===== config.mk =====
export PLATFORM = sky130hd
export DESIGN_NAME = regfile_write_arbiter
export DESIGN_NICKNAME = d
export VERILOG_FILES = /design/src/rtl/regfile_write_arbiter.sv
export SDC_FILE = /design/constraint.sdc
export NUM_CORES = 1
export LEC_CHECK = 0
export CORE_UTILIZATION = 38
export DETAILED_ROUTE_END_ITERATION = 8
export GPL_ROUTABILITY_DRIVEN = 0
export GPL_TIMING_DRIVEN = 0
export PLACE_DENSITY_LB_ADDON = 0.25
export SETUP_SLACK_MARGIN = 0.05
export SLEW_MARGIN = 25
export SYNTH_ARGS = -nofsm -noshare
export SYNTH_HDL_FRONTEND = slang
export SYNTH_SLANG_ARGS = --single-unit

===== constraint.sdc =====
create_clock -name iCLK -period 2.8 [get_ports iCLK]
set_input_delay 0.28 -clock iCLK [delete_from_list [all_inputs] [get_ports iCLK]]
set_output_delay 0.28 -clock iCLK [all_outputs]
set_load 0.01 [all_outputs]

===== src/rtl/regfile_write_arbiter.sv =====
// Write-port arbiter for the register file: WB has priority, LD/DBG share a
// round-robin slot with starvation override, and a clear sequence rewrites x1..x31.
module regfile_write_arbiter #(
    parameter logic [31:0] STACK_ADDRESS = 32'h1000_3FFC,
    parameter int unsigned STARVE_LIMIT  = 4
) (
    input  logic        iCLK,
    input  logic        iRST,
    input  logic        iWbValid,
    input  logic [4:0]  iWbReg,
    input  logic [31:0] iWbData,
    output logic        oWbReady,
    input  logic        iLdValid,
    input  logic [4:0]  iLdReg,
    input  logic [31:0] iLdData,
    output logic        oLdReady,
    input  logic        iDbgValid,
    input  logic [4:0]  iDbgReg,
    input  logic [31:0] iDbgData,
    output logic        oDbgReady,
    input  logic        iClearReq,
    output logic        oRegWrite,
    output logic [4:0]  oWriteRegister,
    output logic [31:0] oWriteData,
    output logic        oBusy,
    output logic        oClearDone
);

    localparam int unsigned CNT_W = (STARVE_LIMIT < 1) ? 1 : $clog2(STARVE_LIMIT + 1);
    localparam logic [CNT_W-1:0] CNT_MAX = CNT_W'(STARVE_LIMIT);
    localparam logic [4:0] LAST_INDEX = 5'd31;

    typedef enum logic {
        ST_IDLE,
        ST_CLEAR
    } state_t;

    typedef enum logic {
        PTR_LD,
        PTR_DBG
    } ptr_t;

    state_t           state;
    state_t           nextState;
    ptr_t             rrPtr;
    logic [4:0]       clrIndex;
    logic [CNT_W-1:0] ldStarve;
    logic [CNT_W-1:0] dbgStarve;
    logic             armed;

    logic             blocked;
    logic             ldStarved;
    logic             dbgStarved;
    logic             grantWb;
    logic             grantLd;
    logic             grantDbg;
    logic             anyGrant;
    logic [4:0]       selReg;
    logic [31:0]      selData;

    // armed keeps every ready low while reset is asserted without feeding the
    // asynchronous reset pin into the datapath logic.
    always_ff @(posedge iCLK or negedge iRST) begin
        if (!iRST) begin
            armed <= 1'b0;
        end else begin
            armed <= 1'b1;
        end
    end

    always_ff @(posedge iCLK or negedge iRST) begin
        if (!iRST) begin
            state <= ST_IDLE;
        end else begin
            state <= nextState;
        end
    end

    always_comb begin
        nextState = state;
        case (state)
            ST_IDLE: begin
                if (iClearReq) begin
                    nextState = ST_CLEAR;
                end
            end
            ST_CLEAR: begin
                if (clrIndex == LAST_INDEX) begin
                    nextState = ST_IDLE;
                end
            end
            default: nextState = ST_IDLE;
        endcase
    end

    // A pending clear blocks arbitration in the same cycle it is requested.
    always_comb begin
        blocked    = !armed || (state == ST_CLEAR) || iClearReq;
        ldStarved  = iLdValid && (ldStarve == CNT_MAX);
        dbgStarved = iDbgValid && (dbgStarve == CNT_MAX);
        grantWb    = 1'b0;
        grantLd    = 1'b0;
        grantDbg   = 1'b0;
        if (!blocked) begin
            if (ldStarved && dbgStarved) begin
                grantLd  = (rrPtr == PTR_LD);
                grantDbg = (rrPtr == PTR_DBG);
            end else if (ldStarved) begin
                grantLd = 1'b1;
            end else if (dbgStarved) begin
                grantDbg = 1'b1;
            end else if (iWbValid) begin
                grantWb = 1'b1;
            end else if (iLdValid && iDbgValid) begin
                grantLd  = (rrPtr == PTR_LD);
                grantDbg = (rrPtr == PTR_DBG);
            end else if (iLdValid) begin
                grantLd = 1'b1;
            end else if (iDbgValid) begin
                grantDbg = 1'b1;
            end
        end
    end

    always_comb begin
        selReg   = 5'd0;
        selData  = 32'd0;
        anyGrant = grantWb || grantLd || grantDbg;
        if (grantWb) begin
            selReg  = iWbReg;
            selData = iWbData;
        end else if (grantLd) begin
            selReg  = iLdReg;
            selData = iLdData;
        end else if (grantDbg) begin
            selReg  = iDbgReg;
            selData = iDbgData;
        end
    end

    assign oWbReady  = grantWb;
    assign oLdReady  = grantLd;
    assign oDbgReady = grantDbg;
    assign oBusy     = (state == ST_CLEAR);

    always_ff @(posedge iCLK or negedge iRST) begin
        if (!iRST) begin
            clrIndex <= 5'd1;
        end else if (state == ST_CLEAR) begin
            clrIndex <= (clrIndex == LAST_INDEX) ? 5'd1 : clrIndex + 5'd1;
        end else if (nextState == ST_CLEAR) begin
            clrIndex <= 5'd1;
        end
    end

    // Counters saturate at the limit so a starved requester that loses a tie
    // keeps its override for the following cycle.
    always_ff @(posedge iCLK or negedge iRST) begin
        if (!iRST) begin
            rrPtr     <= PTR_LD;
            ldStarve  <= '0;
            dbgStarve <= '0;
        end else if (!blocked) begin
            if (grantLd) begin
                rrPtr <= PTR_DBG;
            end else if (grantDbg) begin
                rrPtr <= PTR_LD;
            end
            if (grantLd) begin
                ldStarve <= '0;
            end else if (iLdValid && (ldStarve != CNT_MAX)) begin
                ldStarve <= ldStarve + 1'b1;
            end
            if (grantDbg) begin
                dbgStarve <= '0;
            end else if (iDbgValid && (dbgStarve != CNT_MAX)) begin
                dbgStarve <= dbgStarve + 1'b1;
            end
        end
    end

    // Register 0 is accepted like any other target but never written.
    always_ff @(posedge iCLK or negedge iRST) begin
        if (!iRST) begin
            oRegWrite      <= 1'b0;
            oWriteRegister <= 5'd0;
            oWriteData     <= 32'd0;
            oClearDone     <= 1'b0;
        end else begin
            oRegWrite  <= 1'b0;
            oClearDone <= 1'b0;
            if (state == ST_CLEAR) begin
                oRegWrite      <= 1'b1;
                oWriteRegister <= clrIndex;
                oWriteData     <= (clrIndex == 5'd2) ? STACK_ADDRESS : 32'd0;
                oClearDone     <= (clrIndex == LAST_INDEX);
            end else if (anyGrant) begin
                oRegWrite      <= (selReg != 5'd0);
                oWriteRegister <= selReg;
                oWriteData     <= selData;
            end
        end
    end

endmodule


==> results.yml <==
run_status:
  status: "finished clean"
clock_tree:
  numCtsBuffers: 5
  cts_buffer_depth: 2
  root_buffer: "clkbuf_8"
  cts.sinks: 53
  insertion_delay_ns: 0.31
  path_clk_slew_ns: 0.09
  cts_max_level: 2
  tritoncts: "yes"
synth:
  synth_edf_count: 0
  synth_compound_area_share_pct: 28.2
  synth_most_common_cell: "dfrtp_1"
  synth-xor-area-share_pct: 1.59
  syn_avg_cell_area_sq_um: 10.4
  async_flop_share_pct: 100
  syn_nets: 390
  seq_area_frac_synth_pct: 48.1
  synth.area.top_cells: "dfrtp_1, a221o_1, a222oi_1"
  synth_warnings: 0
  syn_area_sq_um: 2760
  ys_types: 45
  synth_fa_ha_area_share_pct: 3.17
  yosys-mux-area-fraction_pct: 0
  synth_simple_gate_area_share_pct: 11.5
  synth_commonest_cells: "dfrtp_1, a221o_1, inv_1"
  yosysTopAreaCellShare_pct: 47.1
  synth_ff_type: "dfrtp_1"
  synth_top_cell_by_area: "dfrtp_1"
  synthCells: 266
  synth_top_family_by_area: "compound AO/OA/AOI/OAI gates"
  synth-seq-cells: 53
place:
  place_area_sq_um: 4500
  portBuffers: 159
  dp_hpwl_um: 7340
timing:
  maxSlewViolCount: 0
  hold_viol_final: 0
  max_slew.worst_pin.slew_ns: 0.555
  fin_hold_ws_ns: 0.485
  setup_viol: 0
  fin_worst_skew_ns: 0.00876
  period_share_pct: 95.0
  fmax_ghz: 0.376
  max_slew_margin_pct: 63.0
  period_needed_ns: 2.66
  rsz0062_at_grt: "no"
critical_path:
  end_kind: "primary output"
  r2r-start: "ldStarve[0]"
  critical-path-top-delay-family: "buffers and inverters"
  rr_worst_depth: 9
  startpoint_type: "flop"
  crit_chain: "inv_1 > ha_2 > and3b_1 > o22a_1 > and3_1 > buf_6 > clkdlybuf4s50_1"
  cp_max_fo: 19
  crit_arrival_ns: 2.38
  worstSetupPathType: "reg -> out"
  path_buf_inv: 3
  cpPeakStageDelay_ns: 0.56
  r2r_slack_ns: 0.37
  crit_required_ns: 2.52
  r2r_end: "oWriteData[0]"
  crit_slowest_cell: "clkdlybuf4s50_1"
pwr:
  power_frac_seq_pct: 41.7
  p_switching_mw: 0.801
  power_mw: 2.58
  peakVddDrop_mv: 0.334
  p_clk_share_pct: 20.0
  p_per_area_nw_per_um2: 554
  swShare_pct: 31.0
  leakagePower_nw: 1.94
  p_comb_share_pct: 38.3
  intPower_mw: 1.78
routing:
  drt_wl_total_um: 9500
  vias: 2920
  vias_per_cell: 5.49
  drt_pre_antenna_iters: 6
  drtIter0Drc: 177
  ant_nets: 0
  drc: 0
  wl_per_cell_um: 17.9
global_route:
  grt_max_degree: 54
  grt_util_all_layers_pct: 25.0
  grt_first_pass_wirelength_um: 14600
  first_global_vias: 2850
  antenna_found_initial: 0
  grt.overflow.total: 0
worst_hold_path:
  hold_class: "in -> async"
floorplanning:
  fp-row-count: 30
  boundaryPins: 160
  die_w_um: 87.2
  die-height_um: 87.2
  die_area_sq_um: 7610
  initial_core_util_pct: 40.0
  coreArea_sq_um: 6910
finish:
  drive_gt1_share_pct: 6.88
  diodes: 0
  final_cell_area_sq_um: 4660
  area_growth_pct: 68.8
  finish.net_count: 559
run:
  drv_cap: 0
metal layers:
layer  global-route usage (%)  wire, um
met1                     32.4      3850
met5                        0         0
met3                     3.70       688
met2                     44.0      4880
met4                     5.66        83
what timing repair did:
action,4_1_cts,5_1_grt
setup endpoints to repair,3,3
pin swaps,1,1
buffers inserted,0,2
gates resized for setup,9,4
hold endpoints to repair,52,0
hold buffers,1,0
layout make-up:
class / count / area, sq um
fillers: 607 / 2250
repair buffers: 163 / 1640
flip-flops and latches: 53 / 1330
multi-input cells: 166 / 1240
well taps: 96 / 120
plain buffers: 18 / 114
inverters: 28 / 108
clock buffers: 6 / 72.6
clock inverters: 2 / 35.0
kinds of logic (layout without fill, tap and decap cells):
kind of cell	after synthesis	after routing
AOI/OAI and AO/OA	96	96
xor gates and xnor gates	5	5
adders and majority gates	7	7
buffers and inverters	47	217
DFF	53	53
other	1	1
and+or+nand+nor	57	57
worst max-delay path by stage:
stage | start | to | slack [ns] | cells past startpoint
2_1_floorplan | ldStarve[0] | oWriteData[15] | 0.75 | 9
3_3_place_gp | iRST | dbgStarve[1] | -0.20 | 1
3_5_place_dp | iLdValid | oDbgReady | -0.13 | 8
4_1_cts | dbgStarve[0] | oWbReady | 0.07 | 8
5_1_grt | ldStarve[0] | oLdReady | 0.04 | 7
6_report | ldStarve[0] | oLdReady | 0.14 | 7
state kept, by name, indices dropped and copies added (netlist names):
name,flops
ldStarve,3
armed,1
rrPtr,1
dbgStarve,3
oClearDone,1
oWriteRegister,5
oBusy,1
oWriteData,32
clrIndex,5
oRegWrite,1
worst min-delay path, cell delays in order:
cell and delay, ns:
dlygate4sd3_1 0.53, buf_4 0.13, buf_16 0.25
placed cells by master, fill, tap and decap left out, types with 2 or more instances in the layout:
master	Yosys	routed
o21ai_0	25	25
and4_1	2	2
a31oi_1	3	3
a221o_1	27	27
nand3b_1	2	2
clkdlybuf4s50_1	0	156
dfrtp_1	52	52
nor2_1	13	13
buf_2	9	4
a21oi_1	3	3
clkbuf_8	0	5
xor2_1	2	2
inv_1	27	27
clkbuf_1	8	8
buf_6	2	4
a222oi_1	20	20
buf_4	0	5
a22oi_1	3	2
nand2b_1	2	2
a22o_1	2	2
ha_1	7	6
nand2_1	17	16
nor4b_1	3	3
nand3_1	7	7
a21o_1	2	2
xnor2_1	3	3
and3_1	4	4
power groups by stage:
| stage | clock network, mW | registers (mW) | logic (mW) |
|---|---|---|---|
| after floorplan | 0 | 1.11 | 0.417 |
| after global placement | 0 | 1.08 | 0.932 |
| after detailed placement | 0 | 1.09 | 0.970 |
| after CTS | 0.531 | 1.08 | 0.982 |
| after global routing | 0.556 | 1.10 | 1.07 |
| final | 0.517 | 1.08 | 0.988 |
per-stage QoR:
step | util (%) | cells | setup TNS [ns] | worst slack [ns]
global placement | 64.8 | 521 | -10.67 | -0.204
CTS | 67.1 | 530 | 0 | 0.0710
global route | 67.5 | 532 | 0 | 0.0405
detailed placement | 65.1 | 522 | -0.170 | -0.129
finish | 67.5 | 532 | 0 | 0.140
floorplan | - | 266 | 0 | 0.749
(Power assumes the default switching activity.)
